[config.mk]
export PLATFORM = sky130hd
export DESIGN_NAME = uart_rx_os
export DESIGN_NICKNAME = d
export VERILOG_FILES = /design/src/rtl/uart_pkg.sv /design/src/rtl/uart_sync_edge.sv /design/src/rtl/uart_rx_os.sv
export SDC_FILE = /design/constraint.sdc
export NUM_CORES = 1
export LEC_CHECK = 0
export BUFFER_PORTS_ARGS = -buffer_cell sky130_fd_sc_hd__buf_4
export CAP_MARGIN = 30
export CORE_MARGIN = 2
export CORE_UTILIZATION = 35
export CTS_CLUSTER_DIAMETER = 120
export DETAILED_ROUTE_END_ITERATION = 10
export PLACE_DENSITY = 0.6
export SYNTH_ARGS = -nofsm -noshare
export SYNTH_HDL_FRONTEND = slang
export SYNTH_SLANG_ARGS = --single-unit
[constraint.sdc]
create_clock -name CLK -period 8.62 [get_ports CLK]
set_input_delay 1.724 -clock CLK [delete_from_list [all_inputs] [get_ports CLK]]
set_output_delay 1.724 -clock CLK [all_outputs]
set_load 0.05 [all_outputs]
[src/rtl/uart_pkg.sv]
// Shared types and helpers for the UART receive path.
// Holds the receiver state encoding, default sizes and bit-level helpers.
package uart_pkg;

    typedef enum logic [2:0] {
        ST_IDLE,
        ST_START,
        ST_DATA,
        ST_PARITY,
        ST_STOP,
        ST_BRK_WAIT
    } rx_state_t;

    localparam int DATA_BITS_DEF   = 8;
    localparam int SYNC_STAGES_DEF = 2;
    localparam int MIN_BIT_TIME    = 4;

    function automatic logic maj3(input logic a, input logic b, input logic c);
        return (a & b) | (a & c) | (b & c);
    endfunction

    // red is the XOR of the data bits; odd selects odd parity.
    function automatic logic par_mismatch(input logic red, input logic pbit,
                                          input logic odd);
        return (red ^ pbit) != odd;
    endfunction

endpackage

[src/rtl/uart_sync_edge.sv]
// Multi-flop synchroniser with falling-edge detect on the synchronised line.
// Resets to the idle-high level so releasing reset never looks like an edge.
module uart_sync_edge #(
    parameter int STAGES = 2
) (
    input  logic clk,
    input  logic rst,
    input  logic din,
    output logic rxs,
    output logic fall
);

    logic [STAGES-1:0] sync_q;
    logic              prev_q;

    always_ff @(posedge clk or posedge rst) begin
        if (rst) begin
            sync_q <= '1;
            prev_q <= 1'b1;
        end else begin
            sync_q <= {sync_q[STAGES-2:0], din};
            prev_q <= sync_q[STAGES-1];
        end
    end

    assign rxs  = sync_q[STAGES-1];
    assign fall = prev_q & ~rxs;

endmodule

[src/rtl/uart_rx_os.sv]
// Oversampling UART receiver: start detect, 3-sample majority vote per bit,
// optional parity, framing and break detection with single-cycle strobes.
module uart_rx_os
    import uart_pkg::*;
#(
    parameter int SYNC_STAGES = SYNC_STAGES_DEF,
    parameter int DATA_BITS   = DATA_BITS_DEF
) (
    input  logic                 CLK,
    input  logic                 RESET,
    input  logic [15:0]          BIT_TIME,
    input  logic                 PARITY_EN,
    input  logic                 PARITY_ODD,
    input  logic                 RX,
    output logic [DATA_BITS-1:0] DATA,
    output logic                 EN,
    output logic                 PARITY_ERR,
    output logic                 FRAME_ERR,
    output logic                 BREAK,
    output logic                 IDLE
);

    localparam int BCW = (DATA_BITS > 1) ? $clog2(DATA_BITS) : 1;

    rx_state_t state_q, state_d;

    logic                 rxs, fall;
    logic [15:0]          bt_q, cnt_q, half;
    logic [BCW-1:0]       bitcnt_q;
    logic [DATA_BITS-1:0] sh_q, data_q;
    logic                 s0_q, s1_q, pen_q, podd_q, mism_q;
    logic                 en_q, perr_q, ferr_q, brk_q;
    logic                 en_d, perr_d, ferr_d, brk_d;
    logic                 at_lo, at_mid, at_dec, at_last, vote, last_bit;

    uart_sync_edge #(.STAGES(SYNC_STAGES)) u_sync (
        .clk  (CLK),
        .rst  (RESET),
        .din  (RX),
        .rxs  (rxs),
        .fall (fall)
    );

    assign half     = bt_q >> 1;
    assign at_lo    = cnt_q == half - 16'd1;
    assign at_mid   = cnt_q == half;
    assign at_dec   = cnt_q == half + 16'd1;
    assign at_last  = cnt_q == bt_q - 16'd1;
    assign vote     = maj3(s0_q, s1_q, rxs);
    assign last_bit = bitcnt_q == BCW'(DATA_BITS - 1);

    always_ff @(posedge CLK or posedge RESET) begin
        if (RESET) state_q <= ST_IDLE;
        else       state_q <= state_d;
    end

    always_comb begin
        state_d = state_q;
        case (state_q)
            ST_IDLE:
                if (fall) state_d = ST_START;
            ST_START:
                if (at_dec && vote) state_d = ST_IDLE;
                else if (at_last)   state_d = ST_DATA;
            ST_DATA:
                if (at_last && last_bit)
                    state_d = pen_q ? ST_PARITY : ST_STOP;
            ST_PARITY:
                if (at_last) state_d = ST_STOP;
            ST_STOP:
                // The wrap escape only matters for unsupported tiny bit times.
                if (at_dec)       state_d = vote ? ST_IDLE : ST_BRK_WAIT;
                else if (at_last) state_d = ST_IDLE;
            ST_BRK_WAIT:
                if (rxs) state_d = ST_IDLE;
            default:
                state_d = ST_IDLE;
        endcase
    end

    always_comb begin
        en_d   = 1'b0;
        perr_d = 1'b0;
        ferr_d = 1'b0;
        brk_d  = 1'b0;
        if (state_q == ST_STOP && at_dec) begin
            en_d   = vote;
            perr_d = vote & mism_q;
            ferr_d = ~vote;
            brk_d  = ~vote & (sh_q == '0);
        end
    end

    always_ff @(posedge CLK or posedge RESET) begin
        if (RESET) begin
            bt_q     <= '0;
            cnt_q    <= '0;
            bitcnt_q <= '0;
            sh_q     <= '0;
            data_q   <= '0;
            s0_q     <= 1'b1;
            s1_q     <= 1'b1;
            pen_q    <= 1'b0;
            podd_q   <= 1'b0;
            mism_q   <= 1'b0;
            en_q     <= 1'b0;
            perr_q   <= 1'b0;
            ferr_q   <= 1'b0;
            brk_q    <= 1'b0;
        end else begin
            en_q   <= en_d;
            perr_q <= perr_d;
            ferr_q <= ferr_d;
            brk_q  <= brk_d;
            if (en_d)   data_q <= sh_q;
            if (at_lo)  s0_q   <= rxs;
            if (at_mid) s1_q   <= rxs;
            if (state_q == ST_IDLE) begin
                cnt_q    <= '0;
                bitcnt_q <= '0;
                mism_q   <= 1'b0;
                if (fall) begin
                    bt_q   <= BIT_TIME;
                    pen_q  <= PARITY_EN;
                    podd_q <= PARITY_ODD;
                end
            end else begin
                cnt_q <= at_last ? 16'd0 : cnt_q + 16'd1;
            end
            if (state_q == ST_DATA) begin
                if (at_dec)  sh_q     <= DATA_BITS'({vote, sh_q} >> 1);
                if (at_last) bitcnt_q <= bitcnt_q + BCW'(1);
            end
            if (state_q == ST_PARITY && at_dec)
                mism_q <= par_mismatch(^sh_q, vote, podd_q);
        end
    end

    assign DATA       = data_q;
    assign EN         = en_q;
    assign PARITY_ERR = perr_q;
    assign FRAME_ERR  = ferr_q;
    assign BREAK      = brk_q;
    assign IDLE       = (state_q == ST_IDLE) & rxs;

endmodule

# Word level (Yosys, flattened, before mapping)
# Cells that the tools add are included.
# Widths: inputs -> output; s select.
# word_totals
ff_bits	66
latchBits	0
ramBits	0
mem_bits_ro	0
input_bits	21
output_inout_bits	13
word_cells	84
n_memories	0
# classes
n_addsub	5
n_mul	0
div_mod_pow	0
n_lt_le_gt_ge	0
n_eq_ne	17
shifts	0
mux	22
n_bitwise	12
reduce_logical	11
# op_table
operator	n
$eq 16x16->1	3
$mux 3	13
$mux 16	2
$pmux 3 s6	1
$add 15x1->16 const B	1
$add 16x1->16 const B	1
$eq 16x15->1	1
$sub 15x1->16 const B	1
$sub 16x1->16 const B	1
$eq 3x3->1 const B	3
$logic_not 8->1	1
$reduce_xor 8->1	1
$and 1x1->1	7
$eq 3x2->1 const B	2
$mux 1	6
$ne 2x2->1 const B	3
$ne 3x3->1 const B	2
$reduce_and 6->1	1
$logic_and 1x1->1	4
$reduce_and 2->1	2
$add 3x1->3 const B	1
$eq 3x1->1 const B	1
$logic_not 3->1	1
$ne 2x1->1 const B	1
5 further kinds	7

# Depth between registers and ports, before layout
# logic_depth
depth_word	6
depth_mapped	14
ltp_nobuf	10

# Cells and area by module
# Synthesis repeated with hierarchy kept, for this count alone.
# unflattened
hier_cells	521
area_unflattened_um2	4802.1
# modules_own_cells
mod	instances	cells_each	area_each_um2	seq_area_each_um2
uart_rx_os	1	516	4705.8	1579.0
uart_sync_edge	1	5	96.3	78.8

# Least setup slack after synthesis
# OpenSTA, ideal clock, no wires.
# synth_timing
kind	reg2out
start	register state_q[2]
end	output IDLE
arrival_ps	1359
t_required_ps	6896
setup_slack_ps	5537
stages_incl_launch_ff	3
n_path_buf	0
path_cell_list	dfrtp_1 > nor3_1 > and2_1
# synth_via
elab_chain_len	2
# synth_lines
item	line_no	source
start, declared	uart_rx_os.sv:25	rx_state_t state_q, state_d;
start signal, assigned	uart_rx_os.sv:54	else state_q <= state_d;
$logic_not 3->1	uart_rx_os.sv:144	assign IDLE = (state_q == ST_IDLE) & rxs;
$and 1x1->1	uart_rx_os.sv:144	
end, declared	uart_rx_os.sv:20	output logic IDLE
# No other way between the ends.

# Final worst setup path
# layout_timing
start	register state_q[1]
end	output IDLE
# Same word-level chain as after synthesis.

==> impl_metrics.csv <==
group,metric,value,unit
route,drtIter0Drc,228,
clock_network,cts.sinks,66,
clock_network,htreeDepth,3,
hold_path,worstHoldStart,"u_sync.sync_q[0]",
setup_path,crit_start,"state_q[1]",
timing,tightest_slew,0.957,ns
floorplanning,die_area,14200,um^2
finish,synthToLayoutAreaGrowth,12.6,%
finish,nets,529,
timing,setup_tns,0,ns
synthesis,synthArstFlopShare,100,%
setup_path,ff2ff_setup_slack,5.23,ns
setup_path,rr_endpoint,"DATA[4]",
timing,setup_viol,0,
route,wl,11.2,mm
floorplanning,num_rows,42,
synthesis,synth-simple-area-share,21.9,%
synthesis,synth_top_family_by_area,"simple AND/OR/NAND/NOR gates",
grt,antenna_found_initial,0,
grt,grt_usage,16.3,%
timing,clock_skew,0.00684,ns
synthesis,yosys_most_used_dff,"dfrtp_1",
timing,rsz0062_at_grt,"false",
synthesis,ys_seq_area_share,35.6,%
clock_network,cts_max_path_buffers,2,
synthesis,syn-num-nets,519,
timing,maxSlewViolCount,0,
floorplanning,initial_core_util,35.4,%
clock_network,postCtsSetupBuffers,0,
setup_path,required,6.90,ns
clock_network,cts_buffers,9,
route,drt_pass1_iterations,4,
run_status,status,"finished clean",
route,vias,3604,
setup_path,reg2reg_from,"bt_q[2]",
floorplanning,io-pin-count,34,
clock_network,clk_latency,0.34,ns
hold_path,worstHoldPathCells,0,
route,drc,0,
timing,slew-limit-headroom,35.7,%
floorplanning,die_w,119,um
setup_path,crit_path_end_kind,"output port",
place,finalWeightedCongestion,0.936,
power_and_ir_drop,power_leakage,0.00220,uW
clock_network,cts_tree,"yes",
finish,diodes,0,
timing,hold_viol_final,0,
synthesis,synthDistinctLibCells,67,
grt,grt_pass1_vias,3627,
place,hpwl,8.17,mm
route,antenna_left,0,
place,placed_area,4950,um^2
hold_path,min_to,"u_sync.sync_q[1]",
synthesis,mappedNetlistArea,4650,um^2
grt,grt_overflow,0,
clock_network,ctsRootBufferMaster,"clkbuf_16",
synthesis,synth_xor_area_share,13.5,%
synthesis,syn_avg_cell_area,9.54,um^2
finish,finalNonFillerCells,679,
finish,final_area,5240,um^2
setup_path,crit_fanout,12,
floorplanning,core_area,13100,um^2
synthesis,synth-compound-area-share,10.1,%
clock_network,clk_pin_slew_worst_paths,0.06,ns
synthesis,yosys_warnings,0,
finish,drive_gt1_share,20.1,%
clock_network,cts_hold_buf,0,
finish,seqCellArea,1660,um^2
timing,max_freq,263,MHz
timing,finalCriticalPeriod,3.81,ns
clock_network,ctsResizeCount,0,
synthesis,synthCells,488,
finish,multi_input_area,2740,um^2
job,maxCapViolCount,0,
place,portBuffers,33,
synthesis,synth_edf_count,0,
synthesis,synthMuxAreaShare,10.5,%
grt,grt_pass1_wl,18.5,mm
floorplanning,die_y,119,um
synthesis,synthAdderAreaFrac,2.69,%
setup_path,path_class,"reg2out",
route,via_per_inst,5.31,
setup_path,reg2regPathDepth,9,
power_and_ir_drop,ir_drop,0.156,mV
setup_path,start_kind,"flip-flop",
timing,period_share,44.2,%
finish,fill_cells,1301,
route,wl_per_cell,16.4,um
setup_path,cp.arrival,2.08,ns
power_and_ir_drop,power_density,294,nW/um^2
place,place_inst,663,
hold_path,hold_class,"reg2reg",
synthesis,ys_seq_elements,66,
grt,grt_max_degree,67,
==> through the flow <==
| step | utilization, % | hold slack (ns) | power [uW] | setup WS [ns] |
|---|---|---|---|---|
| final | 39.9 | 0.356 | 1540 | 4.81 |
| after global routing | 39.9 | 0.358 | 1650 | 4.67 |
| after CTS | 39.9 | 0.357 | 1540 | 4.80 |
| after detailed placement | 37.7 | 0.348 | 1180 | 5.17 |
| after global placement | 37.7 | 0.350 | 1170 | 5.15 |
| after floorplan | - | 0.345 | 1040 | 5.25 |
==> layout by cell type, fill, tap and decap left out, types with 3 or more instances in the layout <==
master     instances
clkbuf_16          9
nand4_1           14
nor4_1             8
o211ai_1           3
mux2_2            20
o21ai_0           14
inv_1             18
mux2_4             8
nor3_1            12
buf_4             35
and2_1             5
xnor2_1           43
xor2_1            29
dfrtp_1           61
a21oi_1           10
nor2b_1            6
or3_1              4
nand2b_1           7
a211oi_1           5
ha_1              10
a41oi_1            3
mux2i_1           11
and3_1             8
nand2_1           30
o2111ai_1          3
dfstp_2            5
nor2_1            35
nand3_1           16
or4_1              5
a21o_1             4
nor4_2             3
mux2_1             3
a31oi_1            7
o31ai_1            3
==> area by class of cell <==
type / count / area share [%]
multi-input combinational: 367 / 52.2
sequential: 66 / 31.6
timing repair buffer: 35 / 5.02
clock buffer: 11 / 4.82
tap: 176 / 4.20
inverter: 19 / 1.36
clock inverter: 5 / 0.717
==> Yosys cell counts (4+ instances only) <==
library cell	instances	share of area, %
a211oi_1	5	0.81
a21o_1	4	0.65
a21oi_1	10	1.1
a31oi_1	7	0.94
and2_1	5	0.67
and3_1	8	1.1
buf_2	10	1.1
buf_4	5	0.81
clkbuf_1	15	1.2
dfrtp_1	61	33
dfstp_2	5	2.8
ha_1	10	2.7
inv_1	19	1.5
mux2_2	20	4.8
mux2_4	8	2.6
mux2i_1	11	2.4
nand2_1	30	2.4
nand2b_1	7	0.94
nand3_1	16	1.7
nand4_1	14	1.9
nor2_1	35	2.8
nor2b_1	6	0.81
nor3_1	12	1.3
nor4_1	8	1.1
o21ai_0	14	1.5
or3_1	4	0.54
or4_1	5	0.81
xnor2_1	43	8.1
xor2_1	29	5.5
==> state kept, by name (all words and copies together), names as in the netlist <==
name,cells
bt_q,16
cnt_q,16
DATA,8
sh_q,8
bitcnt_q,3
state_q,3
u_sync.sync_q,2
BREAK,1
EN,1
FRAME_ERR,1
PARITY_ERR,1
mism_q,1
pen_q,1
podd_q,1
s0_q,1
s1_q,1
u_sync.prev_q,1
==> worst max path at each step <==
stage / end / slack (ns) / cells after the start
2_1_floorplan: BREAK / 5.25 / 1
3_3_place_gp: IDLE / 5.15 / 3
3_5_place_dp: IDLE / 5.17 / 3
4_1_cts: IDLE / 4.80 / 3
5_1_grt: IDLE / 4.67 / 3
6_report: IDLE / 4.81 / 3
==> power by group <==
part | switching (uW) | internal [uW]
Combinational | 355 | 277
Sequential | 187 | 367
Clock | 141 | 211
Total | 684 | 855
==> kinds of logic (layout without fill, tap and decap cells) <==
| kind of cell | count (synthesis) | in the layout |
|---|---|---|
| AOI/OAI and AO/OA | 67 | 67 |
| xor gates and xnor gates | 72 | 72 |
| adders and majority gates | 10 | 10 |
| buffers and inverters | 55 | 70 |
| DFF | 66 | 66 |
| muxes | 42 | 42 |
| and+or+nand+nor | 176 | 176 |
==> metal layers <==
layer | vias up | GRT usage [%] | routed length [um]
li1 | 1753 | - | -
met1 | 1742 | 21.6 | 5160
met2 | 96 | 26.6 | 5340
met3 | 13 | 3.07 | 481
met4 | 0 | 5.66 | 184
met5 | - | 0 | 0
==> worst max-delay path, stage by stage, from the launching register on <==
cell	delay (ns)
dfrtp_1	0.49
nor3_1	0.82
and2_1	0.24
buf_4	0.20
Note: power is estimated with default switching activity, not from simulation.
